## src/rtl/wb_ram_arbiter.sv

```systemverilog
// rtl/wb_ram_arbiter.sv - two-master round-robin Wishbone arbiter in front of a single RAM port
module wb_ram_arbiter #(
  parameter int DATA_WIDTH   = 32,
  parameter int ADDR_WIDTH   = 12,
  parameter int SELECT_WIDTH = DATA_WIDTH / 8,
  parameter int TIMEOUT      = 16
) (
  input  logic                    clk,
  input  logic                    rst_n,

  // master 0
  input  logic [ADDR_WIDTH-1:0]   m0_adr_i,
  input  logic [DATA_WIDTH-1:0]   m0_dat_i,
  output logic [DATA_WIDTH-1:0]   m0_dat_o,
  input  logic                    m0_we_i,
  input  logic [SELECT_WIDTH-1:0] m0_sel_i,
  input  logic                    m0_stb_i,
  input  logic                    m0_cyc_i,
  output logic                    m0_ack_o,
  output logic                    m0_err_o,

  // master 1
  input  logic [ADDR_WIDTH-1:0]   m1_adr_i,
  input  logic [DATA_WIDTH-1:0]   m1_dat_i,
  output logic [DATA_WIDTH-1:0]   m1_dat_o,
  input  logic                    m1_we_i,
  input  logic [SELECT_WIDTH-1:0] m1_sel_i,
  input  logic                    m1_stb_i,
  input  logic                    m1_cyc_i,
  output logic                    m1_ack_o,
  output logic                    m1_err_o,

  // RAM slave port
  output logic [ADDR_WIDTH-1:0]   s_adr_o,
  output logic [DATA_WIDTH-1:0]   s_dat_o,
  output logic                    s_we_o,
  output logic [SELECT_WIDTH-1:0] s_sel_o,
  output logic                    s_stb_o,
  output logic                    s_cyc_o,
  input  logic [DATA_WIDTH-1:0]   s_dat_i,
  input  logic                    s_ack_i,
  input  logic                    s_stall_i
);

  localparam logic [1:0] ST_IDLE = 2'd0;
  localparam logic [1:0] ST_GNT0 = 2'd1;
  localparam logic [1:0] ST_GNT1 = 2'd2;

  localparam int                WDOG_W    = $clog2(TIMEOUT + 1);
  // The pulse fires in the cycle whose increment would make the count reach TIMEOUT,
  // so err lands on the TIMEOUT-th unacknowledged strobe cycle.
  localparam logic [WDOG_W-1:0] WDOG_LAST = WDOG_W'(TIMEOUT - 1);

  logic [1:0]        state_q, state_d;
  logic              last_grant_q, last_grant_d;
  logic [WDOG_W-1:0] wdog_q, wdog_d;

  logic              granted;
  logic              gnt_cyc;
  logic              gnt_stb;
  logic              timeout_pulse;

  // Select the cyc/stb of whichever master currently owns the slave.
  always_comb begin
    granted = 1'b0;
    gnt_cyc = 1'b0;
    gnt_stb = 1'b0;
    case (state_q)
      ST_GNT0: begin
        granted = 1'b1;
        gnt_cyc = m0_cyc_i;
        gnt_stb = m0_stb_i;
      end
      ST_GNT1: begin
        granted = 1'b1;
        gnt_cyc = m1_cyc_i;
        gnt_stb = m1_stb_i;
      end
      default: begin
        granted = 1'b0;
        gnt_cyc = 1'b0;
        gnt_stb = 1'b0;
      end
    endcase
    timeout_pulse = granted & gnt_cyc & gnt_stb & ~s_ack_i & (wdog_q == WDOG_LAST);
  end

  // Arbitration, release and watchdog next-state logic.
  always_comb begin
    state_d      = state_q;
    last_grant_d = last_grant_q;
    wdog_d       = wdog_q;
    case (state_q)
      ST_IDLE: begin
        wdog_d = '0;
        if (m0_cyc_i && m1_cyc_i) begin
          // round-robin: the master that did not hold the bus last time wins
          state_d = last_grant_q ? ST_GNT0 : ST_GNT1;
        end else if (m0_cyc_i) begin
          state_d = ST_GNT0;
        end else if (m1_cyc_i) begin
          state_d = ST_GNT1;
        end
      end
      ST_GNT0, ST_GNT1: begin
        if (!gnt_cyc || timeout_pulse) begin
          // always pass through IDLE so the other master gets a fair look
          state_d      = ST_IDLE;
          last_grant_d = (state_q == ST_GNT1);
          wdog_d       = '0;
        end else if (!gnt_stb || s_ack_i) begin
          wdog_d = '0;
        end else begin
          wdog_d = wdog_q + WDOG_W'(1);
        end
      end
      default: begin
        state_d = ST_IDLE;
        wdog_d  = '0;
      end
    endcase
  end

  // Route the granted master to the slave and the slave response back; everything else is 0.
  always_comb begin
    s_adr_o  = '0;
    s_dat_o  = '0;
    s_we_o   = 1'b0;
    s_sel_o  = '0;
    s_stb_o  = 1'b0;
    s_cyc_o  = 1'b0;
    m0_dat_o = '0;
    m0_ack_o = 1'b0;
    m0_err_o = 1'b0;
    m1_dat_o = '0;
    m1_ack_o = 1'b0;
    m1_err_o = 1'b0;
    case (state_q)
      ST_GNT0: begin
        s_adr_o  = m0_adr_i;
        s_dat_o  = m0_dat_i;
        s_we_o   = m0_we_i;
        s_sel_o  = m0_sel_i;
        s_stb_o  = m0_stb_i;
        s_cyc_o  = m0_cyc_i;
        m0_ack_o = s_ack_i;
        m0_dat_o = s_dat_i;
        m0_err_o = (s_stall_i & m0_cyc_i & m0_stb_i) | timeout_pulse;
      end
      ST_GNT1: begin
        s_adr_o  = m1_adr_i;
        s_dat_o  = m1_dat_i;
        s_we_o   = m1_we_i;
        s_sel_o  = m1_sel_i;
        s_stb_o  = m1_stb_i;
        s_cyc_o  = m1_cyc_i;
        m1_ack_o = s_ack_i;
        m1_dat_o = s_dat_i;
        m1_err_o = (s_stall_i & m1_cyc_i & m1_stb_i) | timeout_pulse;
      end
      default: begin
        s_cyc_o = 1'b0;
      end
    endcase
  end

  // State registers; reset leaves last_grant at 1 so m0 wins the first tie.
  always_ff @(posedge clk or negedge rst_n) begin
    if (!rst_n) begin
      state_q      <= ST_IDLE;
      last_grant_q <= 1'b1;
      wdog_q       <= '0;
    end else begin
      state_q      <= state_d;
      last_grant_q <= last_grant_d;
      wdog_q       <= wdog_d;
    end
  end

endmodule

```

## config.mk

```make
export PLATFORM = sky130hd
export DESIGN_NAME = wb_ram_arbiter
export DESIGN_NICKNAME = d
export VERILOG_FILES = /design/src/rtl/wb_ram_arbiter.sv
export SDC_FILE = /design/constraint.sdc
export NUM_CORES = 1
export LEC_CHECK = 0
export CAP_MARGIN = 20
export CORE_AREA = 2 2 101 103
export CTS_CLUSTER_DIAMETER = 60
export DETAILED_ROUTE_END_ITERATION = 16
export DIE_AREA = 0 0 103 105
export PLACE_DENSITY_LB_ADDON = 0.25
export SYNTH_ARGS = -nofsm -noshare
export SYNTH_HDL_FRONTEND = slang
export SYNTH_SLANG_ARGS = --single-unit
```

## constraint.sdc

```tcl
create_clock -name clk -period 2.95 [get_ports clk]
set_input_delay 0.885 -clock clk [delete_from_list [all_inputs] [get_ports clk]]
set_output_delay 0.885 -clock clk [all_outputs]
set_load 0.02 [all_outputs]
```

---- Word-level counts from Yosys, hierarchy flattened ----
Cells that the tools add are included.
storage, ports and cells
  flip-flop bits (word level) ............. 8
  bits of input ports ..................... 138
  output and inout port bits .............. 119
  word-level logic and storage cells ...... 51
operators by class
  add/subtract/negate cells ............... 1
  eq/ne operators ......................... 5
  multiplexer cells ....................... 22
  bitwise operators ....................... 11
  reductions and logical operators ........ 9
operator list
  kind                 number
  $mux 32              2
  $pmux 32 s2          1
  $pmux 12 s2          1
  $mux 5               3
  $mux 2               5
  $and 1x1->1          8
  $pmux 4 s2           1
  $pmux 1 s2           3
  $add 5x1->5 const B  1
  $eq 5x4->1 const B   1
  $mux 1               5
  $ne 4x4->1 const B   1
  $pmux 2 s2           1
  $reduce_and 2->1     2
  $eq 2x1->1 const B   1
  $eq 2x2->1 const B   1
  $logic_not 1->1      2
  $logic_not 2->1      1
  $logic_or 1x1->1     2
  $ne 2x1->1 const B   1
  $or 1x1->1           2
  $reduce_or 2->1      1
  $logic_and 1x1->1    1
  $not 1->1            1

---- Logic depth before layout (Yosys ltp) ----
Gate-level depths: netlist (run 1).
  depth after elaboration ................. 10
  mapped depth ............................ 6
  depth with buffers taken out ............ 6

---- Worst setup path before layout (run 1) ----
No wires, ideal clock.
  path type ............................... input -> output
  start ................................... in m1_stb_i
  end ..................................... out m0_err_o
  arrival ................................. 1892 ps
  required time ........................... 2065 ps
  setup slack ............................. 173 ps
  cell stages on the path ................. 3
  cells stage by stage .................... a22oi_1 -> or4b_1 -> a21boi_1
between the ends
  longest elaborated chain between the ends .. 6
RTL lines
  what                       RTL line  text
  start, declared            28        input logic m1_stb_i,
  $pmux 1 s2                 68        case (state_q)
  $and 1x1->1 (3 in series)  85        timeout_pulse = granted & gnt_cyc & gnt_stb & ~s_ack_i & (wdog_q == WDOG_LAST);
  $or 1x1->1                 148       m0_err_o = (s_stall_i & m0_cyc_i & m0_stb_i) | timeout_pulse;
  $mux 1                     138       case (state_q)
  end, declared              20        output logic m0_err_o,
No other way between the ends.

---- Final worst setup path (run 1) ----
Same ends and word-level chain as after synthesis.

==> reports/results.tsv, run 1 <==
metric	value	unit
viasPerCell	4.28	
cts_setup_buffers	0	
dp_cells	629	
critPathLaunchType	primary input	
crit_slowest_cell	or4b_4	
synth_cells	239	
cts.sinks	8	
cp_top_family	simple AND/OR/NAND/NOR gates	
drtAntennaViolNets	0	
relSlewSlack	74.3	%
cp_cell_sequence	clkdlybuf4s15_1, a22oi_2, or4b_4, a21boi_1, buf_4	
gp_congestion	0.920	
ys_seq_elements	8	
grt_usage	16.6	%
dp_hpwl	8200	um
setup_viol	0	
maxCapViolations	0	
irDropWorstVdd	0.390	mV
die_width	103	um
numPortBuffers	256	
cp_slowest_stage_delay	0.55	ns
crit_required	2.07	ns
antenna_found_initial	0	
grt_pass1_vias	2629	
final_hold_viol_count	0	
cp_max_fo	2	
arrival	2.06	ns
period_share	99.7	%
path_buf_inv	2	
grt_pass1_wl	14400	um
cp-end-kind	output pin	
power_density	689	nW/um^2
pin_count	257	
hold_class	register to register	
drt_first_pass_iters	4	
overflow	0	
synthToLayoutAreaGrowth	184	%
dr_total_vias	2709	
clockRootBuffer	clkbuf_8	
drtIter0Drc	111	
rsz0062_at_grt	true	
finalWirelength	10000	um
finalSetupTns	0	ns
core	9640	sq um
skew	0.00537	ns
grt_start_max_net_pins	52	
rows	36	
diodes	0	
max_freq	0.340	GHz
placed_area	4430	sq um
synthTopCellsByArea	and2_1 (27%), a22oi_1 (24%), nor2_1 (13%)	
fin_cells	633	
outcome	completed	
mostFrequentLayoutCell	clkdlybuf4s50_1	
netlist_area	1560	sq um
dieArea	10800	sq um
p_leak	2.29	nW
design_area	4420	sq um
synth_area_leader_cell	and2_1	
numCtsBuffers	3	
synth.distinct_cells	30	
synth_warnings	0	
wl_per_cell	15.8	um
htreeDepth	1	
synth_top_cell_area_share	26.9	%
initial_utilization	16.2	%
crit_type	primary input to output pin	
maxSlewViolCount	0	
final_nets	644	
route.detailed.drc	0	
worstMarginPinSlew	0.386	ns
fin_crit	2.94	ns
drive_gt1_share	8.60	%
syn_area_per_cell	6.52	sq um
die_h	105	um
whs	0.534	ns
cts_tree	done	
synth_seq_area_share	12.9	%
clk_pin_slew	0.04	ns
cts_buffer_depth	2	
synth_fp_nets	382	
insertion_delay	0.23	ns
final_cell_mix	clkdlybuf4s50_1 (134), dlygate4sd2_1 (103), and2_1 (67)	
-- worst reg2reg max path, stage by stage, from the launching register on --
cell and delay (ns):
dfrtp_1 0.38, inv_1 0.11, ha_2 0.29, a22oi_2 0.08, buf_4 0.16, o32ai_1 0.28
mux2_2 0.37
-- final timing paths --
kind	startpoint	end	slack [ns]	cells past startpoint
max	m1_stb_i	m0_err_o	0.008	5
min	wdog_q[0]	wdog_q[0]	0.53	2
max reg2reg	state_q[1]	last_grant_q	1.21	6
min reg2reg	wdog_q[0]	wdog_q[0]	0.53	2
max in group asynchronous	rst_n	last_grant_q	1.72	1
min in group asynchronous	rst_n	wdog_q[0]	0.93	1
-- report_power, final --
part / total (mW) / internal (mW) / switching (mW)
sequential: 0.147 / 0.133 / 0.0140
combinational: 2.77 / 1.17 / 1.60
clock: 0.133 / 0.0933 / 0.0397
-- state kept, by name, indices dropped and copies added (netlist names) --
name,flops
state_q,2
wdog_q,5
last_grant_q,1
-- cell type report --
| cell class | instances | area, sq um |
|---|---|---|
| clock buffers | 4 | 45.0 |
| fillers | 1020 | 5220 |
| inverters | 6 | 22.5 |
| multi-input cells | 202 | 1290 |
| flip-flops and latches | 8 | 201 |
| well taps | 133 | 166 |
| repair buffers | 280 | 2700 |
-- through the flow --
stage          setup slack (ns)  total power [mW]  utilization, %
4_1_cts                0.000209              3.08            45.3
3_3_place_gp             -0.698              3.17            45.9
2_1_floorplan             0.173              1.70               -
3_5_place_dp             -0.712              3.19            45.9
6_report                0.00767              3.05            45.9
5_1_grt                 -0.0308              3.27            45.9
-- logic make-up after synthesis --
kind of cell | after synthesis | synth area share, %
mux | 2 | 1.37
fa+ha+maj | 5 | 4.02
compound gates | 60 | 29.2
xor+xnor | 2 | 1.12
buf+inv | 29 | 7.07
simple gates | 133 | 44.3
flops | 8 | 12.9
-- synthesized netlist by cell type --
cell type / instances
o32ai_1: 1
a21boi_0: 1
a21boi_1: 2
buf_1: 4
dfrtp_1: 7
nand2_1: 1
o21ai_0: 1
nand3_1: 4
nor2_1: 56
xor2_1: 1
and2_1: 67
clkbuf_1: 18
a22oi_1: 50
o2111ai_1: 1
dfstp_2: 1
o211ai_1: 2
and3_1: 1
o211a_1: 1
xnor2_1: 1
nor2b_1: 1
ha_1: 5
nand2b_1: 1
or4b_1: 1
nand4b_1: 1
inv_1: 5
buf_2: 1
a22o_1: 1
inv_2: 1
mux2_2: 1
mux2i_1: 1
-- metal layers --
layer  up-vias  track usage [%]  wire (um)  part of all wire, %
li1       1349                -          -                    -
met1      1234             18.5       3760                   38
met2       120             31.3       5110                   51
met3         6             5.08       1040                   10
met4         0             1.69         96                 0.96
met5         -                0          0                    0
-- what timing repair did --
action | in CTS | in global routing
setup endpoints to repair | 112 | 14
hold endpoints to repair | 0 | 0
pin swaps | 4 | 1
resized for setup | 129 | 17
hold buffers | 0 | 0
Note: power is estimated with default switching activity, not from simulation.
==> run 2: changes to the inputs <==
- ABC_CLOCK_PERIOD_IN_PS: default -> 2950
- CORE_AREA: 2 2 101 103 -> 5 5 96 98
- DIE_AREA: 0 0 103 105 -> 0 0 101 103
==> reports/results.tsv, run 2 (same netlist as run 1, synthesis figures left out) <==
metric	value	unit
p_leak	2.22	nW
post-place-ws	-0.709	ns
overflow	0	
crit_required	2.07	ns
worst-r2r-cell-count	7	
placed_area	4360	sq um
p_comb_share	90.4	%
synthToLayoutAreaGrowth	178	%
switching_power	1.64	mW
maxCapViolations	0	
fin_cells	608	
design_area	4330	sq um
reg.largest.list	wdog_q: 5 flops, state_q: 2 flops, last_grant_q: 1 flops	
insertion_delay	0.23	ns
outcome	finished, violations left	
skew	0.00375	ns
mostFrequentLayoutCell	clkdlybuf4s50_1	
fin_crit	2.96	ns
pin_count	257	
antenna_found_initial	0	
critPathLaunchType	primary input	
drtIter0Drc	64	
grt_pass1_wl	14000	um
hold_class	register to register	
relSlewSlack	75.2	%
viasPerCell	4.48	
power_density	686	nW/um^2
cts.sinks	8	
diodes	0	
grt_start_max_net_pins	52	
path_buf_inv	2	
die_h	103	um
core	8380	sq um
cts_buffer_depth	2	
grt_usage	16.8	%
dp_cells	602	
drt_first_pass_iters	5	
clockRootBuffer	clkbuf_8	
whs	0.541	ns
cts_tree	done	
final_cell_mix	clkdlybuf4s50_1 (132), dlygate4sd2_1 (116), and2_1 (67)	
cp-end-kind	output pin	
route.detailed.drc	0	
rsz0062_at_grt	true	
power_frac_clock	4.7	%
dp_hpwl	8540	um
cp_max_fo	2	
arrival	2.07	ns
crit_slowest_cell	or4b_4	
cp_num_cells	5	
cp_slowest_stage_delay	0.49	ns
final_hold_viol_count	0	
htreeDepth	1	
dr_total_vias	2725	
fin_ws	-0.00533	ns
worstMarginPinSlew	0.371	ns
fin_util	51.6	%
finalSetupTns	-0.00533	ns
maxSlewViolCount	0	
cp_cell_sequence	dlygate4sd2_1, a22o_1, or4b_4, a21boi_2, buf_6	
whs_path_depth	2	
wl_per_cell	16.9	um
violations	setup timing	
die_width	101	um
crit_type	primary input to output pin	
setup_viol	1	
drtAntennaViolNets	0	
fill_cells	846	
numCtsBuffers	3	
rows	34	
gp_congestion	0.745	
finalWirelength	10300	um
sw_frac_of_total	55.2	%
max_freq	0.338	GHz
largest_reg_flops	5	
period_share	100	%
irDropWorstVdd	0.507	mV
initial_utilization	18.6	%
clk_pin_slew	0.04	ns
p_int	1.33	mW
cp_top_family	simple AND/OR/NAND/NOR gates	
final_nets	644	
top_register	wdog_q	
grt_pass1_vias	2555	
drive_gt1_share	8.40	%
design_power_total	2.97	mW
pwr-share-seq	5.0	%
dieArea	10400	sq um
numPortBuffers	256	
==> run 2: cell count changes in the layout (fill, tap and decap cells not counted), moves of 2 or more <==
cell and change:
buf_12 -2, buf_8 -2, clkdlybuf4s15_1 -3, clkdlybuf4s50_1 -2
dlygate4sd2_1 +13, dlymetal6s2s_1 -6
==> run 2: worst register-to-register path, cell delays in order, from the launching register on <==
cell     delay [ns]
dfrtp_1        0.36
ha_2           0.19
and3_1         0.20
ha_4           0.15
buf_4          0.10
nand2_1        0.04
o32ai_1        0.27
mux2_2         0.38
==> run 2: final timing paths <==
kind	start	to	slack, ns
max in group asynchronous	rst_n	last_grant_q	1.71
setup / recovery	m1_cyc_i	m1_err_o	-0.005
min in group asynchronous	rst_n	wdog_q[0]	0.93
hold reg to reg	wdog_q[0]	wdog_q[0]	0.54
setup reg to reg	wdog_q[1]	last_grant_q	1.19
hold / removal	wdog_q[0]	wdog_q[0]	0.54
==> run 2: power by group through the flow <==
stage	Combinational, mW	Clock (mW)	Sequential, mW
2_1_floorplan	1.55	0	0.145
3_3_place_gp	3.00	0	0.147
3_5_place_dp	3.02	0	0.148
4_1_cts	2.71	0.142	0.147
5_1_grt	2.88	0.149	0.150
6_report	2.68	0.138	0.148
==> run 2: timing repair <==
item	in CTS	in global routing
setup buffers	1	1
hold buffers	0	0
endpoints found under the setup margin	116	5
pin swaps	3	1
endpoints found under the hold margin	0	0
resized for setup	135	12
==> run 2: cell type report <==
class | instances | area (sq um) | area share [%]
well taps | 108 | 135 | 3.12
flip-flops and latches | 8 | 201 | 4.66
repair buffers | 280 | 2630 | 60.8
inverters | 6 | 22.5 | 0.521
multi-input cells | 202 | 1290 | 29.8
clock buffers | 4 | 45.0 | 1.04
==> run 2: per-layer routing <==
metal,vias to the layer above,global-route usage (%),share of wire [%]
met1,1242,19.4,38
met2,118,32.7,54
li1,1355,-,-
met4,0,1.94,1.1
met3,10,3.45,6.9
met5,-,0,0
==> run 3: changes to the inputs <==
--- a/config.mk
+++ b/config.mk
@@ -12,4 +12,5 @@
 export DETAILED_ROUTE_END_ITERATION = 16
 export DIE_AREA = 0 0 101 103
+export GPL_TIMING_DRIVEN = 0
 export PLACE_DENSITY_LB_ADDON = 0.25
 export SYNTH_ARGS = -nofsm -noshare
==> constraint.sdc (replaced) <==
create_clock -name clk -period 2.95 [get_ports clk]
set_input_delay 0.885 -clock clk [delete_from_list [all_inputs] [get_ports clk]]
set_output_delay 0.885 -clock clk [all_outputs]
set_load 0.005 [all_outputs]
==> reports/results.tsv, run 3 (same netlist as run 1, synthesis figures left out) <==
metric	value	unit
overflow	0	
dr_total_vias	2738	
min_to	wdog_q[0]	
maxSlewViolCount	0	
timing.rr.start	state_q[0]	
fin_util	54.2	%
max_freq	0.341	GHz
grt_usage	17.1	%
drtAntennaViolNets	0	
relSlewSlack	77.2	%
reg.largest.list	wdog_q: 5 flops, state_q: 2 flops, last_grant_q: 1 flops	
htreeDepth	1	
crit_type	primary input to output pin	
maxCapViolations	0	
reg2reg_slack	1.24	ns
min_from	wdog_q[0]	
period_share	99.3	%
p_leak	2.26	nW
r2r-end	last_grant_q	
worst-r2r-cell-count	6	
cts.sinks	8	
dp_hpwl	8610	um
outcome	completed	
final_cell_mix	clkdlybuf4s50_1 (210), and2_1 (67), nor2_1 (56)	
cp_slowest_stage_delay	0.53	ns
top_register	wdog_q	
path_buf_inv	2	
insertion_delay	0.23	ns
arrival	2.04	ns
mostFrequentLayoutCell	clkdlybuf4s50_1	
cts_buffer_depth	2	
cp-end-kind	output pin	
ff_latch_area	203	sq um
core	8380	sq um
grt_pass1_wl	14300	um
diodes	0	
pwr-share-seq	5.5	%
sw_frac_of_total	41.6	%
finalWirelength	10300	um
final_hold_viol_count	0	
rsz0062_at_grt	false	
route.detailed.drc	0	
fin_crit	2.93	ns
holdBufCountCts	0	
grt_start_max_net_pins	11	
clockRootBuffer	clkbuf_8	
grt_pass1_vias	2583	
p_comb_share	89.7	%
viasPerCell	4.49	
wl_per_cell	16.9	um
critPathLaunchType	primary input	
hold_class	register to register	
clk_pin_slew	0.04	ns
numCtsBuffers	3	
dieArea	10400	sq um
final_nets	646	
cts_tree	done	
crit_required	2.07	ns
drt_first_pass_iters	4	
antenna_found_initial	0	
drive_gt1_share	9.36	%
multi_input_area	1320	sq um
largest_reg_flops	5	
worst_path_most_repeated_cell	clkdlybuf4s50_1	
irDropWorstVdd	0.305	mV
synthToLayoutAreaGrowth	192	%
power_density	627	nW/um^2
initial_utilization	18.6	%
fill_cells	804	
drtIter0Drc	65	
cp_max_fo	1	
setup_viol	0	
numPortBuffers	256	
whs_path_depth	1	
crit_slowest_cell	clkdlybuf4s50_1	
die_h	103	um
gp_congestion	0.861	
power_frac_clock	4.8	%
rows	34	
skew	0.00333	ns
cp_top_family	buffers and inverters	
die_width	101	um
post-place-ws	-0.795	ns
p_int	1.66	mW
fin_ws	0.0213	ns
switching_power	1.18	mW
cp_cell_sequence	clkdlybuf4s50_1, a22oi_1, nor2_1, clkdlybuf4s50_1	
worstMarginPinSlew	0.341	ns
pin_count	257	
cp_num_cells	4	
[run 3: changes by cell type in the layout (fill, tap and decap cells not counted), moves of 3 or more]
cell	change
ha_4	+3
clkbuf_8	+3
clkdlybuf4s50_1	+78
buf_4	-18
dlygate4sd2_1	-106
clkbuf_2	+10
buf_2	+5
dlymetal6s2s_1	+28
[run 3: worst reg2reg max path, cell delays in order, from the launching register on]
cell and delay (ns):
dfrtp_2 0.43, buf_4 0.16, ha_4 0.17, a22o_1 0.22, buf_4 0.15, o32ai_1 0.13, mux2_2 0.37
[run 3: power groups by stage]
| stage | clock [mW] | sequential (mW) | combinational [mW] |
|---|---|---|---|
| after global routing | 0.153 | 0.159 | 2.78 |
| after floorplan | 0 | 0.145 | 1.03 |
| final | 0.137 | 0.156 | 2.55 |
| after CTS | 0.146 | 0.153 | 2.57 |
| after global placement | 0 | 0.148 | 2.39 |
| after detailed placement | 0 | 0.149 | 2.41 |
[run 3: layer usage]
layer  up-vias  part of all wire (%)  wire length [um]  track usage [%]
met5         -                     0                 0                0
met4         0                  0.66                68             2.25
met3         6                   8.5               876             4.19
met2       119                    53              5520             32.5
met1      1263                    37              3860             19.9
li1       1350                     -                 -                -
[run 3: how the worst max path moves through the flow]
stage / from / end / slack [ns]
floorplan: m1_stb_i / m0_err_o / 0.37
global placement: m0_cyc_i / m0_err_o / -0.77
detailed placement: m0_cyc_i / m0_err_o / -0.80
CTS: m1_dat_i[6] / s_dat_o[6] / 0.004
global route: m0_sel_i[0] / s_sel_o[0] / 0.005
finish: m1_adr_i[3] / s_adr_o[3] / 0.02
[run 3: repair_timing]
action                     4_1_cts  5_1_grt
pin swaps                        2        4
gates resized for setup         69       52
buffers inserted                 2        1
setup endpoints to repair      109       97
[run 3: final cells by class]
type | count | area share [%]
Timing Repair Buffer | 259 | 57.8
Multi-Input combinational cell | 202 | 29.0
Tap cell | 108 | 2.98
Buffer | 23 | 4.27
Clock buffer | 4 | 0.992
Sequential cell | 8 | 4.46
Inverter | 6 | 0.551
[run 3: metrics by stage]
step / hold WS [ns] / area (sq um) / power, mW / std cells / setup TNS [ns]
after floorplan: 0.433 / 1560 / 1.18 / 239 / 0
after detailed placement: 0.456 / 4260 / 2.55 / 603 / -26.36
after global placement: 0.446 / 4260 / 2.54 / 603 / -25.08
after CTS: 0.461 / 4420 / 2.86 / 609 / 0
after global routing: 0.502 / 4540 / 3.09 / 610 / 0
final: 0.469 / 4540 / 2.85 / 610 / 0
